[config.mk]
export PLATFORM = sky130hd
export DESIGN_NAME = wave_gen
export DESIGN_NICKNAME = d
export VERILOG_FILES = /design/src/rtl/wave_gen_pkg.sv /design/src/rtl/sine_qlut.sv /design/src/rtl/wave_gen.sv
export SDC_FILE = /design/constraint.sdc
export NUM_CORES = 1
export LEC_CHECK = 0
export CAP_MARGIN = 5
export CORE_UTILIZATION = 45
export DETAILED_ROUTE_END_ITERATION = 8
export PLACE_DENSITY = 0.73
export RECOVER_POWER = 100
export SLEW_MARGIN = 20
export SYNTH_ARGS = -nofsm -noshare
export SYNTH_HDL_FRONTEND = slang
export SYNTH_HIERARCHICAL = 1
export SYNTH_SLANG_ARGS = --single-unit
[constraint.sdc]
create_clock -name clk -period 3.7 [get_ports clk]
set_input_delay 0.74 -clock clk [delete_from_list [all_inputs] [get_ports clk]]
set_output_delay 0.74 -clock clk [all_outputs]
set_load 0.02 [all_outputs]
[src/rtl/wave_gen_pkg.sv]
// Shared definitions for the waveform generator: waveform select codes,
// triangle FSM states and limits, LFSR seed/taps and its step function.
package wave_gen_pkg;

  typedef enum logic [2:0] {
    WS_SAW   = 3'b000,
    WS_SQR   = 3'b001,
    WS_TRI   = 3'b010,
    WS_SIN   = 3'b011,
    WS_NOISE = 3'b100
  } wsel_e;

  typedef enum logic {
    TRI_UP   = 1'b0,
    TRI_DOWN = 1'b1
  } tri_dir_e;

  localparam logic [7:0] LFSR_SEED = 8'h01;
  // Feedback taps at bits 7, 5, 4, 3.
  localparam logic [7:0] LFSR_TAPS = 8'b1011_1000;

  localparam logic signed [7:0] TRI_MAX  = 8'sd126;
  localparam logic signed [7:0] TRI_MIN  = 8'sh80;  // -128
  localparam logic signed [7:0] TRI_STEP = 8'sd2;

  // Fibonacci LFSR step: shift left, feedback is the XOR of the tapped bits.
  function automatic logic [7:0] lfsr_next(input logic [7:0] l);
    return {l[6:0], ^(l & LFSR_TAPS)};
  endfunction

endpackage

[src/rtl/sine_qlut.sv]
// Quarter-wave sine ROM: mag = round(127*sin(2*pi*(idx+0.5)/256)).
// The half-step offset keeps the table symmetric, so the other three
// quadrants are produced by index mirroring and sign inversion alone.
module sine_qlut (
  input  logic [5:0] idx,
  output logic [6:0] mag
);

  localparam logic [6:0] LUT [64] = '{
      7'd2,   7'd5,   7'd8,   7'd11,  7'd14,  7'd17,  7'd20,  7'd23,
      7'd26,  7'd29,  7'd32,  7'd35,  7'd38,  7'd41,  7'd44,  7'd47,
      7'd50,  7'd53,  7'd56,  7'd58,  7'd61,  7'd64,  7'd67,  7'd69,
      7'd72,  7'd74,  7'd77,  7'd79,  7'd82,  7'd84,  7'd86,  7'd89,
      7'd91,  7'd93,  7'd95,  7'd97,  7'd99,  7'd101, 7'd103, 7'd105,
      7'd106, 7'd108, 7'd110, 7'd111, 7'd113, 7'd114, 7'd115, 7'd117,
      7'd118, 7'd119, 7'd120, 7'd121, 7'd122, 7'd123, 7'd124, 7'd124,
      7'd125, 7'd125, 7'd126, 7'd126, 7'd127, 7'd127, 7'd127, 7'd127
  };

  assign mag = LUT[idx];

endmodule

[src/rtl/wave_gen.sv]
// Programmable waveform source: prescaled sample ticks advance a phase
// counter, a triangle up/down FSM and an LFSR; a registered mux picks the
// waveform. sample_stb marks the first cycle a new sample is on out_wave.
module wave_gen
  import wave_gen_pkg::*;
#(
  parameter int DIV_W = 8
) (
  input  logic             clk,
  input  logic             rst,
  input  logic             en,
  input  logic [DIV_W-1:0] div,
  input  logic [2:0]       wsel,
  output logic [7:0]       out_wave,
  output logic             sample_stb
);

  logic [DIV_W-1:0]  cnt_q, cnt_d;
  logic [7:0]        phase_q, phase_d;
  logic signed [7:0] tri_val_q, tri_val_d;
  tri_dir_e          dir_q, dir_d;
  logic [7:0]        lfsr_q, lfsr_d;
  logic              tick_dly_q, tick_dly_d;
  logic [7:0]        out_q, out_d;
  logic              stb_q, stb_d;

  logic              tick;
  logic [5:0]        sin_idx;
  logic [6:0]        sin_mag;

  // >= rather than == so that lowering div below the running count ticks
  // on the next cycle instead of wrapping the full counter range.
  assign tick = en && (cnt_q >= div);

  // Quadrants 1 and 3 read the table backwards; 63-x is ~x on 6 bits.
  assign sin_idx = phase_q[6] ? ~phase_q[5:0] : phase_q[5:0];

  sine_qlut u_sine_qlut (
    .idx (sin_idx),
    .mag (sin_mag)
  );

  // Generator next state: prescaler, phase, triangle FSM and LFSR.
  always_comb begin
    // NOTE: every variable gets a default first so no path leaves it
    // unassigned, which would otherwise infer a latch.
    cnt_d     = cnt_q;
    phase_d   = phase_q;
    tri_val_d = tri_val_q;
    dir_d     = dir_q;
    lfsr_d    = lfsr_q;
    if (tick) begin
      cnt_d   = '0;
      phase_d = phase_q + 8'd1;
      lfsr_d  = lfsr_next(lfsr_q);
      case (dir_q)
        TRI_UP: begin
          if (tri_val_q == TRI_MAX) begin
            tri_val_d = TRI_MAX - TRI_STEP;
            dir_d     = TRI_DOWN;
          end else begin
            tri_val_d = tri_val_q + TRI_STEP;
          end
        end
        TRI_DOWN: begin
          if (tri_val_q == TRI_MIN) begin
            tri_val_d = TRI_MIN + TRI_STEP;
            dir_d     = TRI_UP;
          end else begin
            tri_val_d = tri_val_q - TRI_STEP;
          end
        end
      endcase
    end else if (en) begin
      cnt_d = cnt_q + 1'b1;
    end
  end

  // Output mux and strobe pipeline, re-evaluated every clock.
  always_comb begin
    tick_dly_d = tick;
    stb_d      = tick_dly_q;
    case (wsel)
      WS_SAW:   out_d = {~phase_q[7], phase_q[6:0]};
      WS_SQR:   out_d = phase_q[7] ? 8'h80 : 8'h7F;
      WS_TRI:   out_d = tri_val_q;
      WS_SIN:   out_d = phase_q[7] ? (8'd0 - {1'b0, sin_mag}) : {1'b0, sin_mag};
      WS_NOISE: out_d = lfsr_q;
      default:  out_d = 8'h00;
    endcase
  end

  // State registers with asynchronous active-low reset.
  always_ff @(posedge clk or negedge rst) begin
    if (!rst) begin
      cnt_q      <= '0;
      phase_q    <= 8'd0;
      tri_val_q  <= TRI_MIN;
      dir_q      <= TRI_UP;
      lfsr_q     <= LFSR_SEED;
      tick_dly_q <= 1'b0;
      out_q      <= 8'h00;
      stb_q      <= 1'b0;
    end else begin
      // NOTE: non-blocking assignments so every flop samples the values
      // from before this edge, independent of statement order.
      cnt_q      <= cnt_d;
      phase_q    <= phase_d;
      tri_val_q  <= tri_val_d;
      dir_q      <= dir_d;
      lfsr_q     <= lfsr_d;
      tick_dly_q <= tick_dly_d;
      out_q      <= out_d;
      stb_q      <= stb_d;
    end
  end

  assign out_wave   = out_q;
  assign sample_stb = stb_q;

endmodule

==> flow_results.org <==
** Power
- Cell-internal power :: 1060 uW
- Of the total power, registers draw 0.377.
- Sw Share :: 0.433
- Of the total power, combinational logic draws 0.466.
- Share of power burned in the clock network :: 0.157
- Total net switching power :: 811 uW
- Power comes to 1870 uW.
- Power density of the placed cells :: 518 nW/um^2
- Leakage dissipation :: 0.00159 uW
- Peak supply drop :: 0.216 mV

** Floorplan
- The die covers 7570 um^2.
- For this configuration, the core starts out at a cell density of 0.473.
- Count of boundary I/O pins :: 23
- The floorplan step defined a core boundary enclosing 6870 um^2.
- Number of cell rows :: 30
- The die is 87.0 um wide.
- The die is 87.0 um tall.

** Detailed routing
- After detailed routing, the number of remaining DRC violations is 0.
- Dividing the detail-routed wire length by the instance count gives 14.3 um.
- Detail Route Antenna Nets :: 0
- Wires add up to 6.87 mm.
- Summing over every cut layer, the via total after detailed routing is 2733.
- Number of DRC violations after detailed-routing iteration 0 :: 184
- The first TritonRoute pass finished after 4 iterations.
- Per-cell via count in the routed design :: 5.71

** Placement
- Placed Cells :: 471
- PortBufs :: 22
- Detailed placement finished with a half-perimeter wire length of 5.01 mm.
- At the end of routability-driven placement, the weighted congestion stood at 0.835.
- OpenSTA, run right after detailed placement, puts the worst setup slack at 0.163 ns.

** Synthesis
- The average instance in the mapped netlist occupies 8.79 um^2.
- Top-count cell post-synth :: sky130_fd_sc_hd__dfrtp_1
- Post-synthesis register bit count :: 42
- The share of synthesized area in the top cell type comes to 0.308.
- Most common flop cell mapped by yosys :: sky130_fd_sc_hd__dfrtp_1
- Synthesis produced a netlist whose cell count is 370.
- The commonest cells after synthesis are sky130_fd_sc_hd__dfrtp_1 (40), sky130_fd_sc_hd__nand2_1 (26), sky130_fd_sc_hd__nor2_1 (26).
- Netlist area before placement :: 3250 um^2
- Yosys printed 6 warnings.
- The number of nets in the synthesized netlist is 409.
- After synthesis, the share of flip-flops with an asynchronous set or reset is 1.00.
- Top cell type by total area after synthesis :: sky130_fd_sc_hd__dfrtp_1
- The number of different library cells used by synthesis comes to 62.
- Post-synth EDFFs :: 0
- Top post-synthesis cells by area :: sky130_fd_sc_hd__dfrtp_1 (31%), sky130_fd_sc_hd__ha_1 (9.6%), sky130_fd_sc_hd__a21oi_1 (3.7%), sky130_fd_sc_hd__mux2i_1 (3.4%), sky130_fd_sc_hd__xnor2_1 (3.2%)
- The share of the Yosys chip area taken by registers is 0.324.

** Critical path
- For flop-to-flop paths, the worst setup slack is 0.26 ns.
- Required time of the critical path :: 3.91 ns
- Largest stage delay on the critical path :: 0.58 ns
- Standard cell with the maximum stage delay on the critical path :: sky130_fd_sc_hd__or4_1
- Together, buffers and inverters on the worst path number 1.
- Of all nets on the critical path, the largest fanout is 8.
- Cell family contributing the most delay on the critical path :: simple AND/OR/NAND/NOR gates
- Series of cell instances along the critical path :: xor2_1 -> inv_1 -> ha_1 -> nor2_1 -> a21oi_2 -> o221a_1 -> or4_1 -> or3_1 -> nor3_1 -> mux2i_1 -> a21oi_1 -> o22ai_1
- Type of element capturing the critical path :: flop
- For the worst setup path, the data arrival time is 3.66 ns.
- Critical path class :: reg2reg
- Worst setup SP type :: flop

** Clock network
- Buffers added to address setup during post-CTS repair amount to 0.
- Clock-pin slew was measured on the worst setup and hold paths at 0.08 ns.
- Clock latency on the worst-skew pair :: 0.30 ns
- Clock tree synthesis selected as its root buffer the cell sky130_fd_sc_hd__clkbuf_8.
- The tree built by TritonCTS fans out to 42 sinks.
- Clock Path Buffers :: 2
- TritonCTS created 5 clock buffers.
- TritonCTS built the clock tree.
- The H-tree was split into 2 levels.

** Timing
- Summed over all failing endpoints, the final setup total negative slack is 0 ns.
- On the final layout, the worst clock skew is 0.00609 ns.
- Highest clock rate :: 290 MHz
- Final period utilization :: 0.931
- Setup violation total in the final timing report :: 0
- The count of pins over their slew limit is 43.
- Clock period minus final worst setup slack :: 3.44 ns
- Actual slew at the worst max-slew pin :: 2.26 ns
- In this run the tightest slew margin relative to its limit is -0.509.
- Setup repair after global routing left no endpoint under its margin.
- The count of final hold-check violations is 0.
- Final worst slack :: 0.257 ns

** Global routing
- Via count of the first global-routing pass :: 2555
- Global routing finished with a remaining overflow of 0.
- First-pass GRT wire length :: 11.9 mm
- In the global route stage, overall resource usage came out at 0.200.
- Initial antenna violation count :: 0
- Maximum number of pins on one net before global-route repair :: 43

** Cells and area
- In the final layout, the share of cells above drive strength 1 is 0.0705.
- Antenna Cells :: 0
- Signed area change from the synthesized netlist to the final layout :: 11.2%
- After the last flow step, the layout net total stands at 421.
- Final Instance Count excl. Fillers :: 479

** Min path
- Hold Crit Class :: reg2reg

** Run
- Maximum capacitance violations :: 1

** Outcome
- The checks that failed: capacitance limit, slew limit.
- Result of the run :: finished with violations
[flip-flops by register name, indices dropped and copies added (netlist names)]
register	cells
out_wave	8
stb_d	1
cnt_q	8
phase_q	8
lfsr_q	8
tri_val_q	7
sample_stb	1
dir_q	1
[placed cells by master, fill, tap and decap left out, drive strengths merged, types with 7 or more instances in the layout]
| cell | Yosys | final |
|---|---|---|
| mux2i | 11 | 11 |
| nand2 | 26 | 26 |
| a21oi | 26 | 26 |
| inv | 25 | 25 |
| clkbuf | 16 | 8 |
| nor2 | 26 | 26 |
| ha | 25 | 25 |
| o21ai | 18 | 18 |
| nor3 | 7 | 7 |
| mux2 | 11 | 11 |
| clkdlybuf4s50 | 0 | 11 |
| xnor2 | 12 | 12 |
| buf | 9 | 7 |
| nand3 | 11 | 11 |
| dfrtp | 40 | 40 |
| xor2 | 10 | 10 |
| dlygate4sd3 | 0 | 10 |
| a31oi | 9 | 9 |
[cell type report]
type / count / area [um^2]
Clock inverter: 2 / 13.8
Timing Repair Buffer: 30 / 270
Fill cell: 635 / 3260
Sequential cell: 42 / 1050
Tap cell: 96 / 120
Multi-Input combinational cell: 277 / 1980
Inverter: 26 / 103
Clock buffer: 6 / 72.6
[worst reg2reg max path, cell delays in order (launching register included)]
cell                      delay, ns
sky130_fd_sc_hd__dfrtp_2       0.49
sky130_fd_sc_hd__xor2_1        0.21
sky130_fd_sc_hd__inv_1         0.16
sky130_fd_sc_hd__ha_1          0.34
sky130_fd_sc_hd__nor2_1        0.12
sky130_fd_sc_hd__a21oi_2       0.04
sky130_fd_sc_hd__o221a_1       0.23
sky130_fd_sc_hd__or4_1         0.58
sky130_fd_sc_hd__or3_1         0.45
sky130_fd_sc_hd__nor3_1        0.27
sky130_fd_sc_hd__mux2i_1       0.23
sky130_fd_sc_hd__a21oi_1       0.08
sky130_fd_sc_hd__o22ai_1       0.16
[through the flow]
step / util / hold WS (ns) / area (um^2)
6_report: 0.526 / 0.354 / 3610
3_3_place_gp: 0.514 / 0.339 / 3530
5_1_grt: 0.526 / 0.361 / 3610
3_5_place_dp: 0.514 / 0.340 / 3530
2_1_floorplan: - / 0.331 / 3260
4_1_cts: 0.527 / 0.359 / 3620
[repair_timing]
action | 4_1_cts | 5_1_grt
resized for setup | 0 | 1
setup endpoints to repair | 0 | 2
hold buffers | 0 | 0
[metal layers]
| layer | vias to the layer above | global-route usage | share of wire |
|---|---|---|---|
| li1 | 1359 | - | - |
| met4 | 0 | 0.0712 | 0.016 |
| met1 | 1288 | 0.266 | 0.47 |
| met2 | 77 | 0.331 | 0.47 |
| met3 | 9 | 0.0313 | 0.042 |
| met5 | - | 0 | 0 |
[final timing paths]
check / startpoint / endpoint / cells after the start
setup / recovery: phase_q[6] / out_wave[5] / 12
hold reg to reg: stb_d / sample_stb / 0
setup reg to reg: phase_q[6] / out_wave[5] / 12
max in group asynchronous: rst / phase_q[6] / 1
hold / removal: stb_d / sample_stb / 0
min in group asynchronous: rst / out_wave[6] / 1
[cell families after synthesis]
| logic type | synth area share |
|---|---|
| buffers and inverters | 0.0693 |
| AOI/OAI and AO/OA | 0.210 |
| and+or+nand+nor | 0.169 |
| adders and majority gates | 0.0962 |
| DFF | 0.324 |
| xor gates and xnor gates | 0.0593 |
| muxes | 0.0720 |
[power by group through the flow]
stage / combinational [uW] / sequential (uW) / clock (uW)
4_1_cts: 878 / 701 / 307
6_report: 873 / 706 / 293
3_3_place_gp: 842 / 705 / 0
3_5_place_dp: 878 / 709 / 0
5_1_grt: 991 / 721 / 323
2_1_floorplan: 689 / 649 / 0
No activity file was read; power rests on OpenSTA's default activity.
==> RTL change: new RTL, config.mk and constraints unchanged <==
Reset style: synchronous (`rst`), changed in one clocked block. Comments in the files are not updated.
--- a/src/rtl/wave_gen.sv
+++ b/src/rtl/wave_gen.sv
@@ -92,5 +92,5 @@
 
   // State registers with asynchronous active-low reset.
-  always_ff @(posedge clk or negedge rst) begin
+  always_ff @(posedge clk) begin
     if (!rst) begin
       cnt_q      <= '0;
Behaviour: differs if rst is asserted again (counterexample within 4 cycles, from zero or initial values and one cycle with rst low); with rst held inactive, the same outputs for 10 cycles.
==> RTL change against the unedited design <==
Critical path depth decreased by 3; final area decreased by 1.7%; count of clock-buffer cells in the layout grew 1; first-iteration DRC count increased by 4.9%; via count rose by 6.4%; die area down 1.9%; worst setup slack worse by 0.13 ns; sequential cell count unchanged; routed wire length up 6.9%; area after synthesis decreased by 1.9%.
Power is not compared: it rests on default switching activity, and its combinational part moved more than twofold at a synthesized area within 25%.
==> RTL change: results (changes against the unedited design) <==
[outcome]
status = complete, no violations  ; was finished with violations

[logic_synthesis]
ys_seq_area_share_pct = 26.37  ; was 32.41%
syn_nets = 436  ; was 409
async_flop_share_pct = 0  ; was 100.0%
ys_top_cells_by_area = dfxtp_1 (26%), ha_1 (9.8%), nor2_1 (4.7%), a21oi_1 (4.6%), mux2i_1 (4.4%)  ; was dfrtp_1 (31%), ha_1 (9.6%), a21oi_1 (3.7%), mux2i_1 (3.4%), xnor2_1 (3.2%)
ys_top_cells_by_count = dfxtp_1 (42), nor2_1 (40), a21oi_1 (29), ha_1 (25), inv_1 (23)  ; was dfrtp_1 (40), nand2_1 (26), nor2_1 (26), ha_1 (25)

[place]
place_congestion = 0.9333  ; was 0.8352
place_hpwl_um = 5243  ; was 5006 um
place_ws_ns = 0.2193  ; was 0.1629 ns

[hold_path]
min_path_type = reg -> reg  ; unchanged
min_to = sample_stb  ; unchanged

[grt]
grt_max_degree = 31  ; was 43
met1_usage_pct = 28.07  ; was 26.56%
grt_first_pass_wirelength_um = 12250  ; was 11,930 um
grt_use_met2_pct = 33.41  ; was 33.07%
grt_pass1_vias = 2589  ; was 2,555
use_met3_pct = 3.333  ; was 3.128%
grtUsageTotal_pct = 20.34  ; was 20.01%

[route]
dr_total_vias = 2908  ; was 2,733
first_pass_iters = 5  ; was 4
routedWlPerCell_um = 14.51  ; was 14.33 um

[layout]
final_nets = 448  ; was 421
fillers = 670  ; was 635
drive_gt1_share_pct = 6.341  ; was 7.050%

[critical_path]
slowest_delay_ns = 0.87  ; was 0.58 ns
startpoint = div[0]  ; was phase_q[6]
r2r_end = out_wave[5]  ; unchanged
crit_path_end = lfsr_q[7]  ; was out_wave[5]
crit_fanout = 30  ; was 8
r2r_cells = 11  ; was 12
r2r_start = phase_q[2]  ; was phase_q[6]

[timing]
tightestPinTransition_ns = 0.9654  ; was 2.263 ns
fin_worst_skew_ns = 0.005251  ; was 0.006091 ns
hold_ws_ns = 0.4426  ; was 0.3540 ns

## RTL change: changes by cell type after synthesis, sizes merged, moves of 4 or more
cell | before | now
nor2 | 26 | 40
mux2 | 11 | 1
nand2 | 26 | 21
a211o | 2 | 6
dfrtp | 40 | 0
o22ai | 6 | 2
buf | 9 | 13
dfxtp | 0 | 42
or4 | 1 | 6
o31ai | 4 | 8
nor2b | 5 | 10
a21oi | 26 | 31
## RTL change: area by class of cell
cell class              count  area share [%]
multi-input cells         304           59.01
repair buffers             32           8.239
clock inverters             1          0.8451
flip-flops and latches     42           23.70
clock buffers               7           2.148
well taps                  96           3.380
inverters                  24           2.676
## RTL change: what timing repair did
item | in CTS | in global routing
hold buffers | 0 | 0
setup endpoints to repair | 0 | 2
resized for setup | 0 | 1
## RTL change: stage by stage
| step | instance area, sq um | instances | power (mW) | utilization (%) |
|---|---|---|---|---|
| after floorplan | 3196 | 397 | 0.5310 | - |
| after global placement | 3467 | 498 | 0.5621 | 50.75 |
| after detailed placement | 3467 | 498 | 0.5636 | 50.75 |
| after CTS | 3573 | 506 | 0.9201 | 52.31 |
| after global routing | 3553 | 506 | 0.9449 | 52.01 |
| final | 3553 | 506 | 0.9026 | 52.01 |
## RTL change: cells by family (layout without fill, tap and decap cells)
logic type | count (synthesis) | after routing | share of synthesized area (%)
adders and majority gates | 25 | 25 | 9.812
DFF | 42 | 42 | 26.37
and+or+nand+nor | 134 | 134 | 22.02
muxes | 15 | 15 | 4.749
AOI/OAI and AO/OA | 108 | 108 | 23.51
buffers and inverters | 51 | 64 | 7.496
xor gates and xnor gates | 22 | 22 | 6.044
## RTL change: metal layers
metal / share of wire, % / up-vias
met2: 46 / 78
met5: 0 / -
met3: 5.2 / 12
met4: 0.97 / 0
li1: - / 1457
met1: 48 / 1361
